**src/rtl/riio_pwr_pkg.sv**
```systemverilog
// Shared types and sizing for the IO-ring power-segment sequencer.
package riio_pwr_pkg;

   localparam int MAX_NSEG = 16;
   localparam int IDX_W    = 4;

   typedef enum logic [3:0] {
      ST_OFF,
      ST_UP_SW,
      ST_UP_SETTLE,
      ST_UP_ISO,
      ST_ON,
      ST_DN_ISO,
      ST_DN_SETTLE,
      ST_DN_SW,
      ST_ERR
   } pwr_state_e;

endpackage

```
**src/rtl/riio_pwr_seg_seq_sync2.sv**
```systemverilog
// Two-flop synchroniser bank for the asynchronous switch-chain acknowledges.
module riio_sync2 #(
   parameter int W = 1
) (
   input  logic         clk,
   input  logic         rst,
   input  logic [W-1:0] d_i,
   output logic [W-1:0] q_o
);

   logic [W-1:0] meta_q;
   logic [W-1:0] sync_q;

   always_ff @(posedge clk) begin
      if (rst) begin
         meta_q <= '0;
         sync_q <= '0;
      end else begin
         meta_q <= d_i;
         sync_q <= meta_q;
      end
   end

   assign q_o = sync_q;

endmodule

```
**src/rtl/riio_pwr_seg_seq.sv**
```systemverilog
// Power-segment sequencer: ordered switch-on/iso-release and iso/switch-off of NSEG ring segments.
// Optional ack-wait timeout with ERR state when RIIO_PWR_SEQ_TIMEOUT_EN is defined.
//
// state        | meaning
// OFF          | all segments off and isolated, idle
// UP_SW        | enable switch idx (or skip if masked), wait for its ack
// UP_SETTLE    | settle count after ack, then release iso idx
// UP_ISO       | step to next segment or to ON
// ON           | all masked-in segments powered, idle
// DN_ISO       | isolate segment idx (or skip if masked)
// DN_SETTLE    | settle count before switching idx off
// DN_SW        | disable switch idx, wait for ack to drop, step down
// ERR          | ack timeout, failing segment forced off
module riio_pwr_seg_seq
   import riio_pwr_pkg::*;
#(
   parameter int NSEG        = 4,
   parameter int SETTLE_CYC  = 16,
   parameter int TIMEOUT_CYC = 1024
) (
   input  logic             clk,
   input  logic             rst,
   input  logic             req_on_i,
   input  logic [NSEG-1:0]  seg_mask_i,
   input  logic [NSEG-1:0]  sw_ack_i,
   input  logic             err_clr_i,
   output logic [NSEG-1:0]  sw_en_o,
   output logic [NSEG-1:0]  iso_o,
   output logic             busy_o,
   output logic             on_o,
   output logic             err_o,
   output logic [IDX_W-1:0] err_seg_o
);

   localparam int SEL_W   = (NSEG > 1) ? $clog2(NSEG) : 1;
   localparam int CNT_MAX = (TIMEOUT_CYC > SETTLE_CYC) ? TIMEOUT_CYC : SETTLE_CYC;
   localparam int CNT_W   = $clog2(CNT_MAX + 1);
   localparam logic [IDX_W-1:0] LAST     = IDX_W'(NSEG - 1);
   localparam logic [CNT_W-1:0] SET_LOAD = CNT_W'(SETTLE_CYC - 1);
`ifdef RIIO_PWR_SEQ_TIMEOUT_EN
   localparam logic [CNT_W-1:0] TO_LOAD  = CNT_W'(TIMEOUT_CYC - 1);
`endif

   pwr_state_e       state_q;
   logic [IDX_W-1:0] idx_q;
   logic [SEL_W-1:0] sel;
   logic [CNT_W-1:0] cnt_q;
   logic [NSEG-1:0]  mask_q;
   logic [NSEG-1:0]  sw_en_q;
   logic [NSEG-1:0]  iso_q;
   logic [NSEG-1:0]  ack_s;
   logic             busy_q;
   logic             on_q;
   logic             err_q;
   logic [IDX_W-1:0] err_seg_q;

   riio_sync2 #(.W(NSEG)) u_ack_sync (
      .clk (clk),
      .rst (rst),
      .d_i (sw_ack_i),
      .q_o (ack_s)
   );

   assign sel = idx_q[SEL_W-1:0];

   // The mask latched at power-up also drives power-down, so exactly the segments
   // that were brought up are taken down.
   always_ff @(posedge clk) begin
      if (rst) begin
         state_q   <= ST_OFF;
         idx_q     <= '0;
         cnt_q     <= '0;
         mask_q    <= '0;
         sw_en_q   <= '0;
         iso_q     <= '1;
         busy_q    <= 1'b0;
         on_q      <= 1'b0;
         err_q     <= 1'b0;
         err_seg_q <= '0;
      end else begin
         unique case (state_q)
            ST_OFF: begin
               if (req_on_i) begin
                  mask_q  <= seg_mask_i;
                  idx_q   <= '0;
                  busy_q  <= 1'b1;
                  state_q <= ST_UP_SW;
               end
            end
            ST_UP_SW: begin
               if (!mask_q[sel]) begin
                  if (idx_q == LAST) begin
                     on_q    <= 1'b1;
                     busy_q  <= 1'b0;
                     state_q <= ST_ON;
                  end else begin
                     idx_q <= idx_q + IDX_W'(1);
                  end
               end else if (!sw_en_q[sel]) begin
                  sw_en_q[sel] <= 1'b1;
`ifdef RIIO_PWR_SEQ_TIMEOUT_EN
                  cnt_q <= TO_LOAD;
`endif
               end else if (ack_s[sel]) begin
                  cnt_q   <= SET_LOAD;
                  state_q <= ST_UP_SETTLE;
               end
`ifdef RIIO_PWR_SEQ_TIMEOUT_EN
               else if (cnt_q == '0) begin
                  sw_en_q[sel] <= 1'b0;
                  iso_q[sel]   <= 1'b1;
                  busy_q       <= 1'b0;
                  err_q        <= 1'b1;
                  err_seg_q    <= idx_q;
                  state_q      <= ST_ERR;
               end else begin
                  cnt_q <= cnt_q - CNT_W'(1);
               end
`endif
            end
            ST_UP_SETTLE: begin
               if (cnt_q == '0) begin
                  iso_q[sel] <= 1'b0;
                  state_q    <= ST_UP_ISO;
               end else begin
                  cnt_q <= cnt_q - CNT_W'(1);
               end
            end
            ST_UP_ISO: begin
               if (idx_q == LAST) begin
                  on_q    <= 1'b1;
                  busy_q  <= 1'b0;
                  state_q <= ST_ON;
               end else begin
                  idx_q   <= idx_q + IDX_W'(1);
                  state_q <= ST_UP_SW;
               end
            end
            ST_ON: begin
               if (!req_on_i) begin
                  idx_q   <= LAST;
                  on_q    <= 1'b0;
                  busy_q  <= 1'b1;
                  state_q <= ST_DN_ISO;
               end
            end
            ST_DN_ISO: begin
               if (!mask_q[sel]) begin
                  if (idx_q == '0) begin
                     busy_q  <= 1'b0;
                     state_q <= ST_OFF;
                  end else begin
                     idx_q <= idx_q - IDX_W'(1);
                  end
               end else begin
                  iso_q[sel] <= 1'b1;
                  cnt_q      <= SET_LOAD;
                  state_q    <= ST_DN_SETTLE;
               end
            end
            ST_DN_SETTLE: begin
               if (cnt_q == '0) begin
                  state_q <= ST_DN_SW;
               end else begin
                  cnt_q <= cnt_q - CNT_W'(1);
               end
            end
            ST_DN_SW: begin
               if (sw_en_q[sel]) begin
                  sw_en_q[sel] <= 1'b0;
`ifdef RIIO_PWR_SEQ_TIMEOUT_EN
                  cnt_q <= TO_LOAD;
`endif
               end else if (!ack_s[sel]) begin
                  if (idx_q == '0) begin
                     busy_q  <= 1'b0;
                     state_q <= ST_OFF;
                  end else begin
                     idx_q   <= idx_q - IDX_W'(1);
                     state_q <= ST_DN_ISO;
                  end
               end
`ifdef RIIO_PWR_SEQ_TIMEOUT_EN
               else if (cnt_q == '0) begin
                  iso_q[sel] <= 1'b1;
                  busy_q     <= 1'b0;
                  err_q      <= 1'b1;
                  err_seg_q  <= idx_q;
                  state_q    <= ST_ERR;
               end else begin
                  cnt_q <= cnt_q - CNT_W'(1);
               end
`endif
            end
            ST_ERR: begin
               if (err_clr_i && !req_on_i) begin
                  err_q   <= 1'b0;
                  state_q <= ST_OFF;
               end
            end
            default: state_q <= ST_OFF;
         endcase
      end
   end

   assign sw_en_o   = sw_en_q;
   assign iso_o     = iso_q;
   assign busy_o    = busy_q;
   assign on_o      = on_q;
   assign err_o     = err_q;
   assign err_seg_o = err_seg_q;

endmodule

```
**config.mk**
```make
export PLATFORM = sky130hd
export DESIGN_NAME = riio_pwr_seg_seq
export DESIGN_NICKNAME = d
export VERILOG_FILES = /design/src/rtl/riio_pwr_pkg.sv /design/src/rtl/riio_pwr_seg_seq_sync2.sv /design/src/rtl/riio_pwr_seg_seq.sv
export SDC_FILE = /design/constraint.sdc
export NUM_CORES = 1
export LEC_CHECK = 0
export ABC_AREA = 1
export BUFFER_PORTS_ARGS = -buffer_cell sky130_fd_sc_hd__buf_2
export CAP_MARGIN = 20
export CELL_PAD_IN_SITES_DETAIL_PLACEMENT = 1
export CELL_PAD_IN_SITES_GLOBAL_PLACEMENT = 1
export CORE_AREA = 3 3 92 94
export CTS_BUF_LIST = sky130_fd_sc_hd__clkbuf_2
export DETAILED_ROUTE_END_ITERATION = 8
export DIE_AREA = 0 0 95 97
export HOLD_SLACK_MARGIN = 0.06
export MAX_ROUTING_LAYER = met4
export PLACE_DENSITY = 0.7
export SLEW_MARGIN = 20
export SYNTH_ARGS = -nofsm -noshare
export SYNTH_HDL_FRONTEND = slang
export SYNTH_SLANG_ARGS = --single-unit
```
**constraint.sdc**
```tcl
create_clock -name clk -period 1.9 [get_ports clk]
set_input_delay 0.57 -clock clk [delete_from_list [all_inputs] [get_ports clk]]
set_output_delay 0.57 -clock clk [all_outputs]
set_load 0.05 [all_outputs]
```
==> results of run 1 <==
-- area by class of cell --
class | instances | area (sq um)
fill | 1014 | 4941
inverter | 40 | 153.9
clock buffer | 5 | 25.02
sequential | 40 | 809.5
clock inverter | 3 | 90.09
multi-input combinational | 258 | 1295
tap | 102 | 127.6
timing repair buffer | 43 | 285.3
-- per-layer routing --
layer	vias to the layer above	global-route usage, %
met1	1047	19.76
met3	5	3.110
met2	29	24.67
met5	-	-
met4	0	3.330
li1	1175	-
-- critical path: stages (launching register included) --
cell and delay (ns):
dfxtp_4 0.43, buf_4 0.16, nand2_1 0.06, nand2_1 0.07, nand2_1 0.10, nand2_2 0.12
nand2_1 0.10, o21ai_0 0.12, o21ai_2 0.10, buf_4 0.15, o21ai_0 0.14, nand3_1 0.09
-- report_power, final --
part	leakage, nW	internal, mW	total, mW	switching [mW]
clock	0.0632	0.485	0.805	0.319
combinational	0.923	0.974	2.54	1.57
sequential	0.330	1.04	1.21	0.180
-- per-stage QoR --
| stage | power [mW] | TNS [ns] | hold WS (ns) | setup WS, ns |
|---|---|---|---|---|
| after floorplan | 3.010 | 0 | 0.3883 | 0.2293 |
| after global placement | 3.664 | 0 | 0.3907 | 0.1709 |
| after detailed placement | 3.727 | 0 | 0.3985 | 0.1292 |
| after CTS | 4.551 | 0 | 0.2951 | 0.09517 |
| after global routing | 5.004 | -0.001545 | 0.2888 | -0.001545 |
| final | 4.563 | 0 | 0.3201 | 0.2027 |
-- worst max-delay path by stage --
stage                   from         end  slack [ns]  depth (start not counted)
global placement    idx_q[1]    idx_q[3]        0.17                         11
floorplan               flop    cnt_q[5]        0.23                         10
finish              idx_q[0]        flop        0.20                         11
detailed placement  idx_q[0]  state_q[2]        0.13                         12
CTS                 idx_q[0]  state_q[2]         0.1                         11
global route        idx_q[0]  state_q[2]      -0.002                         12
-- cells in the mapped netlist, types with 2 or more instances --
master    instances
nand2_2           6
nor2_1           51
inv_1            33
clkinv_1          2
a21oi_1          25
o21ai_0          18
ha_1              3
nand3b_1          5
nand2_1          90
a21oi_2           2
nor2_2            3
clkbuf_1          2
xnor2_1           5
nand3_1          17
xor2_1            4
o21ai_2           2
buf_6             4
inv_2             4
dfxtp_1          40
nand4_1           9
nor2_4            3
buf_4             6
-- kinds of logic (layout without fill, tap and decap cells) --
logic type,after synthesis,in the layout,synth area share (%)
AO/OA/AOI/OAI,51,51,12.03
XOR/XNOR,9,9,3.414
adder cells (fa/ha/maj),4,4,2.493
buffers and inverters,52,91,10.79
flip-flops,40,40,34.69
other,1,5,0.1624
AND/OR/NAND/NOR,189,189,36.42
==> results.md, run 1 <==
* Max cap viols at 0
* Synth warn at 0
* PortBufs at 20
* Htree depth at 2
* R2R Setup Slk at ~0.20 ns
* Remaining antenna violation count at 0
* Synth unique cells at 34
* VDD IR-drop max at roughly 380 uV
* Wire length per cell at 12.71 um
* Placement Cell Area at 2639 sq um
* DRT iter0 DRCs at between 60 and 70
* Hold WC Path Type: in2reg
* Ant diodes at 0
* Reg clk slew, reported paths at 0.24 ns
* Core area at between 7000 and 8000 sq um
* Layout overhead on the synthesized area at 20.70%
* Worst R2R Start: idx_q[0]
* Layout cell share with drive strength beyond 1 at around 22%
* CTS sink cnt at 40
* Die area at slightly above 9000 sq um
* GRT Util Overall at about 15%
* PwrDens at 1638 nW/um^2
* Layout Cells excl Fill at around 490
* Kind of critical path: reg2reg
* Post-route DRC at 0
* R2R depth at 11
* Commonest non-fill, non-tap cell in the layout: nand2_1
* Final wirelength at 6243 um
* Resized cells post-CTS at 0
* Cell taking the most area after synthesis: dfxtp_1
* Fin area at 2786 sq um
* Status: complete, no violations
* Max clock buf depth at 2
* CTS Buf Count at 5
* Post-DP HPWL at 4912 um
* Final Wtd Congestion at just under 0.9
* CTS tree: yes
* Vias per inst at 4.595
* Slew Viols, Final at 0
* Detail Route met2 WL at between 2000 and 3000 um
* # IOs at 27
* Minimum clock period at between 1.5 and 2 ns
* Initial Util at 29.87%
* Largest net degree at the start of global routing at 19
* Hold path endpoint: u_ack_sync.meta_q[2]
* Final nets at 404
* Worst-Skew Late Latency at approximately 0.43 ns
* First-pass GRT wire length at around 11000 um
* Area share of the largest cell type after synthesis at between 30% and 40%
* Placed Cells at ~480
* Crit start category: flop
* Grt ovf at 0
* Die width at ~95 um
* Routed vias at 2256
* Site Rows at 32
* CTS Root Cell: clkbuf_2
* Final setup viols at 0
* DR WL met3 at around 200 um
* Synth area leaders: dfxtp_1 35%, nand2_1 15%, nor2_1 8.3%, a21oi_1 5.4%, inv_1 5.4%
* Post-Syn Area at about 2300 sq um
* Leak Pwr at ~1.3 nW
* Setup crit end kind: flop
* Pre-Repair DR Iteration Count at 4
* Initial antenna violation count at 0
* Req. time, crit path at roughly 2.3 ns
* Tcrit/Tclk final at 89.33%
* Hold path cells at 3
* Commonest non-fill, non-tap cells in the layout: 88 x nand2_1, 48 x nor2_1, 35 x dfxtp_1, 33 x inv_1, 24 x a21oi_1
* Crit Path Max Fanout at 7
* Register area share after synthesis at 34.69%
* Number of synthesized flops with an enable pin at 0
* #FFs+latches synth at 40
* Mapped Cells at 346
* Top_reg_cell synth: dfxtp_1
* Synthesized area per cell at between 6 and 7 sq um
* Hold_buf cts at 0
* Post-CTS setup buffers at 0
* Clock Skews at around 0.015 ns
* FMAX at 589.2 MHz
* Final Util at 36.06%
* Critical path data arrival time at between 2 and 2.5 ns
* Met1 WL at approximately 3000 um
* Post-synth ARST share at 0%
* Hold Fails Final Rpt at 0
* Hold wc startpoint: sw_ack_i[2]
* Top Layer Used: met4
* Chip height at 97 um
* Number of global-route vias before repair at ~2400
Power figures use the tool's default switching activity.
==> inputs of run 2 (changes only) <==
BUFFER_PORTS_ARGS = -buffer_cell sky130_fd_sc_hd__clkbuf_2   (was -buffer_cell sky130_fd_sc_hd__buf_2)
CORE_AREA = 3 3 96 98   (was 3 3 92 94)
DIE_AREA = 0 0 99 101   (was 0 0 95 97)
PLACE_DENSITY = 0.68   (was 0.7)
SYNTH_HIERARCHICAL = 1   (was not set)
==> results.md, run 2 <==
* Multi-input gate area at 1443 sq um (+11%)
* Ant diodes at 0 (unchanged)
* Layout overhead on the synthesized area at 12.43%
* Top_reg_cell synth: dfxtp_1
* Post-DP HPWL at 4899 um (-0.27%)
* Die width at 99 um (+4.2%)
* CP most frequent cell: nand2_2
* Final setup viols at 0 (unchanged)
* Slowest-stage cell, CP: dfxtp_1
* Synth unique cells at 41 (+21%)
* Largest net degree at the start of global routing at 26 (+7)
* PwrDens at 1622 nW/um^2 (-0.92%)
* Crit start category: flop
* CP bufs+invs at 2 (unchanged)
* PortBufs at 20 (unchanged)
* Placement Cell Area at 2741 sq um (+3.9%)
* Final wirelength at 6308 um (+1.0%)
* Critical path data arrival time at 2.08 ns (+0.03 ns)
* CTS Root Cell: clkbuf_2
* Worst-path cell chain: inv_1 -> ha_1 -> nand2_2 -> nor2_4 -> nand2_2 -> nand2_2 -> nand2_2 -> nand2_4 -> buf_12 -> nand2_1 -> nand2_1 -> a21oi_1
* FMAX at 582.1 MHz (-1.2%)
* Vias per inst at 4.585 (-0.21%)
* DRT iter0 DRCs at 52 (-24%)
* # fillers at 1093 (+7.8%)
* Clock Skews at 0.01521 ns (+0.0006264 ns)
* Max cap viols at 0 (unchanged)
* Cell taking the most area after synthesis: dfxtp_1
* Most common cell in the netlist: nand2_1
* Reg area at 802.0 sq um (-0.93%)
* Kind of critical path: reg2reg
* Core area at 8551 sq um (+11%)
* Pre-Repair DR Iteration Count at 4 (unchanged)
* Register area share after synthesis at 31.95% (-2.7 points)
* Max clock buf depth at 2 (unchanged)
* CTS tree: yes
* Slew headroom at between 60% and 70%
* Hold Fails Final Rpt at 0 (unchanged)
* Final Wtd Congestion at 0.8317 (-5.3%)
* CTS sink cnt at 40 (unchanged)
* # IOs at 27 (unchanged)
* Slew Viols, Final at 0 (unchanged)
* Leak Pwr at 1.308 nW (-0.64%)
* RSZ-0062 raised after global routing: false
* Htree depth at 2 (unchanged)
* Post-route DRC at 0 (unchanged)
* Wire length per cell at 12.95 um (+1.9%)
* Synth warn at 6 (+6)
* Number of synthesized flops with an enable pin at 0 (unchanged)
* Hold_buf cts at 0 (unchanged)
* CTS Buf Count at 5 (unchanged)
* Grt ovf at 0 (unchanged)
* First-pass GRT wire length at 11010 um (-1.1%)
* Worst-Skew Late Latency at 0.40 ns (-0.03 ns)
* Fin area at 2818 sq um (+1.1%)
* Post-synth ARST share at 0% (unchanged)
* Initial antenna violation count at 0 (unchanged)
* Commonest non-fill, non-tap cell in the layout: nand2_1
* Status: complete, no violations
* Tightest Pin Transition at ~0.54 ns
* Initial Util at 29.31% (-0.56 points)
* Commonest non-fill, non-tap cells in the layout: 75 x nand2_1, 43 x nor2_1, 39 x dfxtp_1, 32 x inv_1, 25 x clkbuf_2
* Post-Syn Area at 2506 sq um (+8.6%)
* Tcrit/Tclk final at 90.41% (+1.1 points)
* Max incr delay on CP at 0.42 ns (about the same)
* Setup crit end kind: flop
* Mapped Cells at 349 (+0.87%)
* CP top delay family: simple AND/OR/NAND/NOR gates
* VDD IR-drop max at 687.5 uV (+83%)
* Synth area leaders: dfxtp_1 32%, nand2_1 11%, nor2_1 6.4%, nand2_2 5.5%, inv_1 4.8%
* Routed vias at 2233 (-1.0%)
* Number of global-route vias before repair at 2361 (-0.92%)
* Crit Path Max Fanout at 6 (-1)
* Site Rows at 34 (+6.3%)
* Hold WC Path Type: in2reg
* Final nets at 394 (-2.5%)
* Chip height at 101 um (+4.1%)
* GRT Util Overall at 13.92% (-1.4 points)
* Die area at 9999 sq um (+8.5%)
* Reg clk slew, reported paths at 0.22 ns (-0.02 ns)
* Most frequent cells after synthesis: 75 x nand2_1, 43 x nor2_1, 40 x dfxtp_1
* Setup TNS at 0 ns (unchanged)
* #FFs+latches synth at 40 (unchanged)
* Remaining antenna violation count at 0 (unchanged)
* Layout cell share with drive strength beyond 1 at 26.39% (+4.0 points)
* Req. time, crit path at 2.26 ns (about the same)
* Area share of the largest cell type after synthesis at 31.95% (-2.7 points)
* Minimum clock period at 1.718 ns (+0.02048 ns)
* Synthesized area per cell at 7.181 sq um (+7.6%)
-- run 2: changes by cell type in the layout (fill, tap and decap cells not counted), moves of 4 or more --
cell,before,now
buf_2,20,0
clkbuf_2,5,25
nand2_2,7,22
nand2_1,88,75
buf_4,22,11
a21oi_2,3,11
a21oi_1,24,19
nand3_1,17,22
nand4_1,9,4
nor2_1,48,43
dfxtp_1,35,39
nor2_2,6,2
nor2_4,3,7
-- run 2: what timing repair did --
action	in CTS	in global routing
endpoints found under the hold margin	0	0
buffers inserted	0	1
endpoints found under the setup margin	0	8
resized for setup	0	1
-- run 2: routing by layer --
layer | global-route usage (%) | routed length (um)
met5 | - | 0
met4 | 3.466 | 53
met3 | 2.353 | 136
met2 | 25.05 | 3240
met1 | 16.07 | 2878
-- run 2: cells by family (layout without fill, tap and decap cells) --
logic type      Yosys count  count (layout)  synth area share [%]
simple gates            187             187                 36.79
compound gates           56              56                 14.58
buf+inv                  52              78                 11.08
flops                    40              40                 31.95
xor+xnor                  9               9                 3.145
fa+ha+maj                 4               4                 2.297
other cells               1               5                0.1496
-- run 2: final timing paths --
kind,cells after the start,start,to,slack [ns]
setup / recovery,12,cnt_q[0],cnt_q[0],0.18
hold / removal,3,sw_ack_i[2],u_ack_sync/meta_q[2],0.32
setup reg to reg,12,cnt_q[0],cnt_q[0],0.18
hold reg to reg,2,u_ack_sync/meta_q[3],u_ack_sync/q_o[3],0.42
-- run 2: cell type report --
type	instances	area share (%)
tap	108	4.796
clock buffer	5	0.8881
timing repair buffer	33	7.904
multi-input combinational	261	51.20
clock inverter	3	1.510
inverter	37	5.240
sequential	40	28.46
-- run 2: power by group --
part	internal, mW	switching (mW)	total (mW)
Sequential	1.02	0.160	1.18
Clock	0.221	0.305	0.526
Combinational	1.04	1.83	2.87
Total	2.28	2.29	4.57
-- run 2: worst min-delay path, delay by kind of cell --
family / cells / cell delay, ns
buffers and inverters: 2 / 0.12
and+or+nand+nor: 1 / 0.03
-- run 2: per-stage QoR --
| stage | setup slack (ns) | power, mW | std cells | hold slack [ns] | utilization, % |
|---|---|---|---|---|---|
| 5_1_grt | 0.02090 | 5.036 | 487 | 0.2573 | 32.95 |
| 2_1_floorplan | 0.1835 | 3.447 | 353 | 0.3883 | - |
| 3_5_place_dp | 0.2092 | 4.086 | 478 | 0.3986 | 32.06 |
| 6_report | 0.1822 | 4.572 | 487 | 0.3171 | 32.95 |
| 3_3_place_gp | 0.2466 | 4.011 | 478 | 0.3928 | 32.06 |
| 4_1_cts | 0.1440 | 4.648 | 486 | 0.2844 | 32.85 |
